`src/rtl/prime_pkg.sv`:
```
// Shared types and constants for the prime range scanner and its output FIFO.
package prime_pkg;

  typedef enum logic [1:0] {IDLE, SCAN, DRAIN, DONE} state_t;

  localparam int WIDTH_DEF      = 32;
  localparam int FIFO_DEPTH_DEF = 4;

  function automatic int ptr_width(input int depth);
    return (depth > 1) ? $clog2(depth) : 1;
  endfunction

  localparam int FIFO_PTR_W_DEF = ptr_width(FIFO_DEPTH_DEF);

endpackage

```
`src/rtl/prime_fifo.sv`:
```
// Synchronous FIFO buffering found primes; head_data reads 0 while empty.
// Full is a plain occupancy flag, so a push while full is refused even if a pop happens.
module prime_fifo
  import prime_pkg::*;
#(
  parameter int WIDTH = WIDTH_DEF,
  parameter int DEPTH = FIFO_DEPTH_DEF
) (
  input  logic             clk,
  input  logic             rst_n,
  input  logic             push,
  input  logic [WIDTH-1:0] push_data,
  output logic             full,
  input  logic             pop,
  output logic             empty,
  output logic [WIDTH-1:0] head_data
);

  localparam int PW = ptr_width(DEPTH);

  logic [WIDTH-1:0] mem [DEPTH];
  logic [PW-1:0]    wr_ptr;
  logic [PW-1:0]    rd_ptr;
  logic [PW:0]      count;
  logic             do_push;
  logic             do_pop;

  assign full      = (count == (PW+1)'(DEPTH));
  assign empty     = (count == '0);
  assign do_push   = push && !full;
  assign do_pop    = pop && !empty;
  assign head_data = empty ? '0 : mem[rd_ptr];

  // Depth is a power of two, so the pointers wrap by plain overflow.
  always_ff @(posedge clk or negedge rst_n) begin
    if (!rst_n) begin
      for (int i = 0; i < DEPTH; i++) mem[i] <= '0;
      wr_ptr <= '0;
      rd_ptr <= '0;
      count  <= '0;
    end else begin
      if (do_push) begin
        mem[wr_ptr] <= push_data;
        wr_ptr      <= wr_ptr + 1'b1;
      end
      if (do_pop) rd_ptr <= rd_ptr + 1'b1;
      case ({do_push, do_pop})
        2'b10:   count <= count + 1'b1;
        2'b01:   count <= count - 1'b1;
        default: count <= count;
      endcase
    end
  end

endmodule

```
`src/rtl/prime_range_scanner.sv`:
```
// Sweeps [range_lo, range_hi] through an external prime checker and streams the primes out.
// Define PRIME_SCAN_SKIP_EVEN_EN to skip even candidates above 2.
module prime_range_scanner
  import prime_pkg::*;
#(
  parameter int WIDTH      = WIDTH_DEF,
  parameter int FIFO_DEPTH = FIFO_DEPTH_DEF
) (
  input  logic             clk,
  input  logic             rst_n,
  input  logic             start,
  input  logic [WIDTH-1:0] range_lo,
  input  logic [WIDTH-1:0] range_hi,
  output logic [WIDTH-1:0] chk_number,
  input  logic             chk_is_prime,
  output logic             out_valid,
  output logic [WIDTH-1:0] out_data,
  input  logic             out_ready,
  output logic             busy,
  output logic             done,
  output logic [WIDTH-1:0] prime_count
);

  state_t           state;
  state_t           state_nxt;
  logic [WIDTH-1:0] hi_q;
  logic             start_ok;
  logic [WIDTH:0]   first_cand;
  logic             empty_range;
  logic [WIDTH:0]   next_cand;
  logic             last;
  logic             fifo_full;
  logic             fifo_empty;
  logic             push;
  logic             consume;

  assign start_ok = start && (state == IDLE || state == DONE);

  // Candidate arithmetic is one bit wider so the end test never sees a wrap.
`ifdef PRIME_SCAN_SKIP_EVEN_EN
  assign first_cand = (!range_lo[0] && range_lo > WIDTH'(2)) ? {1'b0, range_lo} + (WIDTH+1)'(1)
                                                              : {1'b0, range_lo};
  assign next_cand  = (chk_number < WIDTH'(3)) ? {1'b0, chk_number} + (WIDTH+1)'(1)
                                               : {1'b0, chk_number} + (WIDTH+1)'(2);
`else
  assign first_cand = {1'b0, range_lo};
  assign next_cand  = {1'b0, chk_number} + (WIDTH+1)'(1);
`endif

  assign empty_range = first_cand > {1'b0, range_hi};
  assign last        = next_cand > {1'b0, hi_q};
  assign push        = (state == SCAN) && chk_is_prime && !fifo_full;
  assign consume     = (state == SCAN) && (!chk_is_prime || !fifo_full);
  assign out_valid   = !fifo_empty;

  always_ff @(posedge clk or negedge rst_n) begin
    if (!rst_n) state <= IDLE;
    else        state <= state_nxt;
  end

  always_comb begin
    state_nxt = state;
    case (state)
      IDLE, DONE: if (start_ok) state_nxt = !empty_range ? SCAN : (fifo_empty ? DONE : DRAIN);
      SCAN:       if (consume && last) state_nxt = DRAIN;
      DRAIN:      if (fifo_empty) state_nxt = DONE;
      default:    state_nxt = IDLE;
    endcase
  end

  always_comb begin
    busy = (state == SCAN) || (state == DRAIN);
    done = (state == DONE);
  end

  always_ff @(posedge clk or negedge rst_n) begin
    if (!rst_n) begin
      chk_number  <= '0;
      hi_q        <= '0;
      prime_count <= '0;
    end else if (start_ok) begin
      chk_number  <= first_cand[WIDTH-1:0];
      hi_q        <= range_hi;
      prime_count <= '0;
    end else begin
      if (consume && !last) chk_number <= next_cand[WIDTH-1:0];
      if (push) prime_count <= prime_count + 1'b1;
    end
  end

  prime_fifo #(.WIDTH(WIDTH), .DEPTH(FIFO_DEPTH)) u_fifo (
    .clk       (clk),
    .rst_n     (rst_n),
    .push      (push),
    .push_data (chk_number),
    .full      (fifo_full),
    .pop       (out_ready),
    .empty     (fifo_empty),
    .head_data (out_data)
  );

endmodule

```
`config.mk`:
```
export PLATFORM = sky130hd
export DESIGN_NAME = prime_range_scanner
export DESIGN_NICKNAME = d
export VERILOG_FILES = /design/src/rtl/prime_pkg.sv /design/src/rtl/prime_fifo.sv /design/src/rtl/prime_range_scanner.sv
export SDC_FILE = /design/constraint.sdc
export NUM_CORES = 1
export LEC_CHECK = 0
export ABC_AREA = 1
export CORE_MARGIN = 2
export CORE_UTILIZATION = 51
export CTS_CLUSTER_DIAMETER = 100
export DETAILED_ROUTE_END_ITERATION = 8
export GPL_ROUTABILITY_DRIVEN = 0
export PLACE_DENSITY_LB_ADDON = 0.08
export SKIP_CTS_REPAIR_TIMING = 1
export SYNTH_ARGS = -nofsm -noshare
export SYNTH_HDL_FRONTEND = slang
export SYNTH_SLANG_ARGS = --single-unit
export TNS_END_PERCENT = 10
```
`constraint.sdc`:
```
create_clock -name clk -period 2.8 [get_ports clk]
set_input_delay 0.84 -clock clk [delete_from_list [all_inputs] [get_ports clk]]
set_output_delay 0.84 -clock clk [all_outputs]
set_load 0.01 [all_outputs]
```
# Yosys cells after proc, flatten, opt, wreduce, memory -nomap -nowiden
# Cells that the tools add are included.
[word_totals]
register_bits = 233
latchBits = 0
mem_bits_rw = 0
mem_bits_ro = 0
out_inout_bits = 99
n_memories = 0
[op_classes]
addsub = 6
n_mul = 0
div_mod_pow = 0
order_cmp = 5
n_eq_ne = 9
n_shift = 0
mux = 18
bitwise = 2
reduce_logical = 23
[op_table]
columns = ["operator", "count"]
rows = [
  ["2-to-1 mux 32 bit", 8],
  ["bitwise mux 128 bit", 1],
  ["binary-select mux 32 bit (select 2 bit)", 1],
  ["demux 32 bit (select 2 bit)", 1],
  ["adder 32 x 1 -> 33 bit (second input constant)", 1],
  ["> comparator 33 x 32 -> 1 bit", 1],
  ["adder 32 x 1 -> 32 bit (second input constant)", 1],
  ["> comparator 32 bit", 1],
  ["logical AND 1 bit", 9],
  ["2-to-1 mux 2 bit", 4],
  ["== test 2 bit (second input constant)", 3],
  [">= comparator 3 bit (second input constant)", 2],
  ["inverter 2 -> 3 bit", 2],
  ["one-hot mux 2 bit (3 select lines)", 1],
  ["one-hot mux 3 bit (2 select lines)", 1],
  ["nonzero test 2 bit", 3],
  ["adder 2 x 1 -> 2 bit (second input constant)", 2],
  ["== test 2 x 1 -> 1 bit (second input constant)", 2],
  ["zero test 1 bit", 4],
  ["!= test 2 bit (second input constant)", 2],
  ["adder 3 x 1 -> 3 bit (second input constant)", 1],
  ["== test 3 bit (second input constant)", 1],
  ["zero test 3 bit", 1],
  ["logical OR 1 bit", 3],
  ["7 further kinds", 7],
]

# Logic depth before layout (Yosys ltp)
[logic_depth]
word_depth = 7
ltp_mapped = 25

# Cells and area by module
# From an unflattened synthesis, not the netlist that was laid out.
[hier_totals]
cells_unflattened = 2105
area_unflattened_um2 = 14784.2
[modules_own_cells]
columns = ["mod", "instances", "cells_per_inst", "area_each_um2", "seq_area_each_um2"]
rows = [
  ["prime_range_scanner", 1, 1105, 7551.0, 2452.4],
  ["prime_fifo", 1, 1000, 7233.2, 3378.2],
]

# Worst setup path after synthesis
# No wires, ideal clock.
[synth_timing]
path_type = "register to register"
from = "register chk_number[0]"
to = "register chk_number[14]"
arrival_time_ns = 2.996
required_time_ns = 2.677
slack_ns = -0.319
stages_incl_launch_ff = 21
n_path_buf = 1
synth_period_minus_slack_ns = 3.119
cell_sequence = "dfrtp_1 -> ha_1 -> nand2_1 -> nor2_4 -> nand3_1 -> nor3_2 -> nand4_1 -> inv_1 -> nand3_1 -> and2_1 -> ha_1 -> nand2_1 -> nor4_1 -> nand2_1 -> nor2_1 -> nand3_1 -> nand2_2 -> nand2_4 -> nand2_8 -> buf_6 -> o21ai_2"
[synth_between]
elab_chain_cells = 5
[synth_rtl]
columns = ["item", "line_no", "source"]
rows = [
  ["start: declaration", "prime_range_scanner.sv:14", "output logic [WIDTH-1:0] chk_number,"],
  ["start signal: assignment", "prime_range_scanner.sv:82", "chk_number <= first_cand[WIDTH-1:0];"],
  ["start signal: assignment", "prime_range_scanner.sv:86", "if (consume && !last) chk_number <= next_cand[WIDTH-1:0];"],
  ["adder 32 x 1 -> 33 bit *", "prime_range_scanner.sv:47", "assign next_cand = {1'b0, chk_number} + (WIDTH+1)'(1);"],
  ["> comparator 33 x 32 -> 1 bit", "prime_range_scanner.sv:51", "assign last = next_cand > {1'b0, hi_q};"],
  ["zero test 1 bit", "prime_range_scanner.sv:86", ""],
  ["logical AND 1 bit", "prime_range_scanner.sv:86", ""],
  ["nonzero test 2 bit (no line)", "--", ""],
]
# Every way passes the cells marked *; elsewhere a longest branch is shown, timed or not. The select of a mux whose other input is x is not followed.
# A chain may end at the register's enable or synchronous reset.

# Worst setup path after layout
[layout_timing]
from = "register chk_number[0]"
to = "register chk_number[23]"
# Same word-level chain as after synthesis.

==> impl_summary.log <==
[metrics] Synthesis Warnings: 0
[metrics] highest metal layer used by the detailed router: met4
[metrics] starting density of the core: 0.518
[metrics] count of different cell masters after synthesis: 41
[metrics] max-cap violations: 0
[metrics] I/O Buffers: 167
[metrics] count of routing violations after the opening detailed-route iteration: 1126
[metrics] number of buffers added by the clock tree synthesis step: 26
[metrics] maximum VDD drop: 733 uV
[metrics] prevailing post-synth register cell: dfrtp_1
[metrics] Peak Freq: 304 MHz
[metrics] clock tree from TritonCTS: yes
[metrics] Final Hold Viols: 0
[metrics] met3 wirelength from detailed routing: 2720 um
[metrics] number of clock sinks: 233
[metrics] IO Pins: 168
[metrics] Layout Cells excl Fill: 2429
[metrics] post-synthesis sequential area ratio: 0.435
[metrics] maximum number of pins on one net before global-route repair: 65
[metrics] post-route design area: 18400 um2
[metrics] antenna diode count: 0
[metrics] die area: 27600 um2
[metrics] per-cell via count in the routed design: 5.37
[metrics] pwr/cell area: 1090 nW/um2
[metrics] leakage power total: 9.11 nW
[metrics] biggest area consumer among synthesized cells: dfrtp_1
[metrics] status: finished with violations
[metrics] setup clock skew after layout: 10.0 ps
[metrics] Final #Nets: 2220
[metrics] total count of max-transition violations in the final report: 0
[metrics] Seq cells post-synth: 233
[metrics] Area contributors post-synth: dfrtp_1 43%, nand2_1 12%, o21ai_0 9.8%, ha_1 6.9%, nor2_1 5.3%
[metrics] vias in the first global route: 12599
[metrics] # rows: 59
[metrics] average cell area after synthesis: 7.72 um2
[metrics] fraction of layout instances using a drive strength above 1: 0.202
[metrics] DR WL/cell: 16.7 um
[metrics] remaining global-route overflow: 0
[metrics] count of endpoints failing setup in the final report: 36
[metrics] RSZ-0062 raised after global routing: yes
[metrics] failing checks: negative setup slack
[metrics] antenna-violating nets left: 0
[metrics] H-tree Lvls: 1
[metrics] buffer cell driving the clock tree root: clkbuf_16
[metrics] wire length on met2: 18900 um
[metrics] Netlist Area Pre-Place: 13400 um2
[metrics] global-route usage over all layers: 0.286
[metrics] Arr. time, crit path: 3710 ps
[metrics] Pwr Total: 0.0200 W
[metrics] number of synthesized flops with an enable pin: 0
[metrics] remaining design rule violation count: 0
[metrics] final worst setup slack: -489 ps
[metrics] shortest clock period the worst path allows after layout: 3290 ps
[metrics] Die X: 166 um
[metrics] number of standard cells after synthesis: 1738
[metrics] routed via count: 13049
[metrics] largest buffer count on any clock path: 3
[metrics] cell count after placement: 2370
[metrics] final period utilization: 1.17
[metrics] DPL Wire Length: 28700 um
[metrics] Die Y-Extent: 166 um
[metrics] largest fanout of any net on the critical path: 10
[metrics] initial antenna violation count: 0
[metrics] critical path startpoint category: flop
[metrics] crit path kind: flop to flop
[metrics] Crit path required time: 3220 ps
[metrics] dpl ws: -437 ps
[metrics] commonest non-fill, non-tap cell in the layout: nand2_1
[metrics] kind of path behind the tightest hold check: input port to asynchronous set/reset pin
[metrics] worst max-slew margin expressed relative to the limit: 0.663
[metrics] Std-Cell Core Area: 25900 um2
[metrics] kind of end point of the critical path: flop
[metrics] Synth async-reset ratio: 1.00
[metrics] slew at the pin closest to its max-slew limit: 501 ps
[metrics] synthesized net count: 1882
[metrics] clock insertion delay at the later pin of the skew report: 530 ps
[metrics] DRT met1 WL: 17900 um
[metrics] share of Yosys cell area claimed by the top area cell type: 0.435
[metrics] Clk pin slew, worst setup/hold paths: 60 ps
[metrics] synthesis-to-finish area growth: 36.8%
[metrics] commonest cells after routing, fill and taps aside: 396 x nand2_1, 261 x o21ai_0, 229 x dfrtp_1
[metrics] total routed wirelength: 40600 um
[metrics] first-pass GRT wire length: 64400 um
[metrics] total placed instance area: 16900 um2
[metrics] number of detailed-route iterations in the first pass: 6
-- state kept, by name, indices dropped and copies added, names as in the netlist --
| signal | cells |
|---|---|
| chk_number | 32 |
| hi_q | 32 |
| prime_count | 32 |
| state | 2 |
| u_fifo.count | 3 |
| u_fifo.mem | 128 |
| u_fifo.rd_ptr | 2 |
| u_fifo.wr_ptr | 2 |
-- power breakdown --
part           switching, W  internal [W]  leakage [nW]  total, W
sequential         0.000842       0.00470          3.05   0.00554
combinational       0.00626       0.00478          5.64    0.0110
clock               0.00137       0.00207         0.430   0.00344
total               0.00847        0.0115          9.11    0.0200
-- path summary, 6_finish.rpt --
check | slack [ps] | depth (start not counted) | endpoint | startpoint
max in group asynchronous | 1840 | 2 | u_fifo.mem[83] | rst_n
setup reg to reg | -490 | 24 | chk_number[23] | chk_number[0]
hold reg to reg | 470 | 1 | prime_count[31] | prime_count[31]
hold / removal | 260 | 1 | u_fifo.mem[74] | rst_n
min in group clk | 470 | 1 | prime_count[31] | prime_count[31]
setup / recovery | -490 | 24 | chk_number[23] | chk_number[0]
-- cell families after synthesis --
group                    after synthesis  synth area share
buffers and inverters                245            0.0743
XOR/XNOR                              31            0.0202
AO/OA/AOI/OAI                        387             0.154
AND/OR/NAND/NOR                      767             0.246
flip-flops                           233             0.435
adder cells (fa/ha/maj)               75            0.0705
-- synthesized netlist by cell type (5+ instances only) --
library cell  number
xor2_1            28
nand2_2           33
inv_1            164
clkbuf_1          60
o21ai_1            5
nor4_1            11
nand2_1          412
ha_1              74
nor3_1            32
buf_1              6
o21ai_2           28
nand4_1           30
nor2_1           190
dfrtp_1          233
a21oi_1           82
inv_2              8
o21ai_0          263
nand3_1           33
nor2_2             7
-- final cells by class --
type / count / area (um2)
multi-input cells: 1261 / 6950
well taps: 335 / 419
fillers: 2097 / 7560
flip-flops and latches: 233 / 5840
inverters: 172 / 646
clock buffers: 37 / 763
repair buffers: 382 / 3650
clock inverters: 9 / 95.1
-- metal layers --
metal / global-route usage / vias up
met5: 0 / -
li1: - / 6338
met4: 0.0832 / 0
met1: 0.411 / 6161
met3: 0.0310 / 82
met2: 0.460 / 468
-- stage by stage --
stage	TNS [ps]	utilization	hold slack [ps]
CTS	-24960	0.687	259
finish	-15560	0.708	256
global route	-20770	0.708	276
global placement	-9480	0.653	454
floorplan	-8720	-	448
detailed placement	-14200	0.653	457
-- critical path, stage by stage, from the launching register on --
cell and delay (ps):
dfrtp_1 370, buf_6 110, ha_4 140, nand2_4 60, nor2_4 140, nand3_4 110, nor3_4 150, buf_6 120
nand2_1 50, xor2_1 160, ha_1 300, nand2_1 70, nor2_2 120, nand3_2 110, nor2_2 140, nand4_1 100
nand3_1 110, nand2_1 80, nand2_2 90, nand2_2 80, nand2_4 140, nand2_8 120, clkbuf_16 200, nand2_2 60
o21ai_2 50
Note: power is estimated with default switching activity, not from simulation.
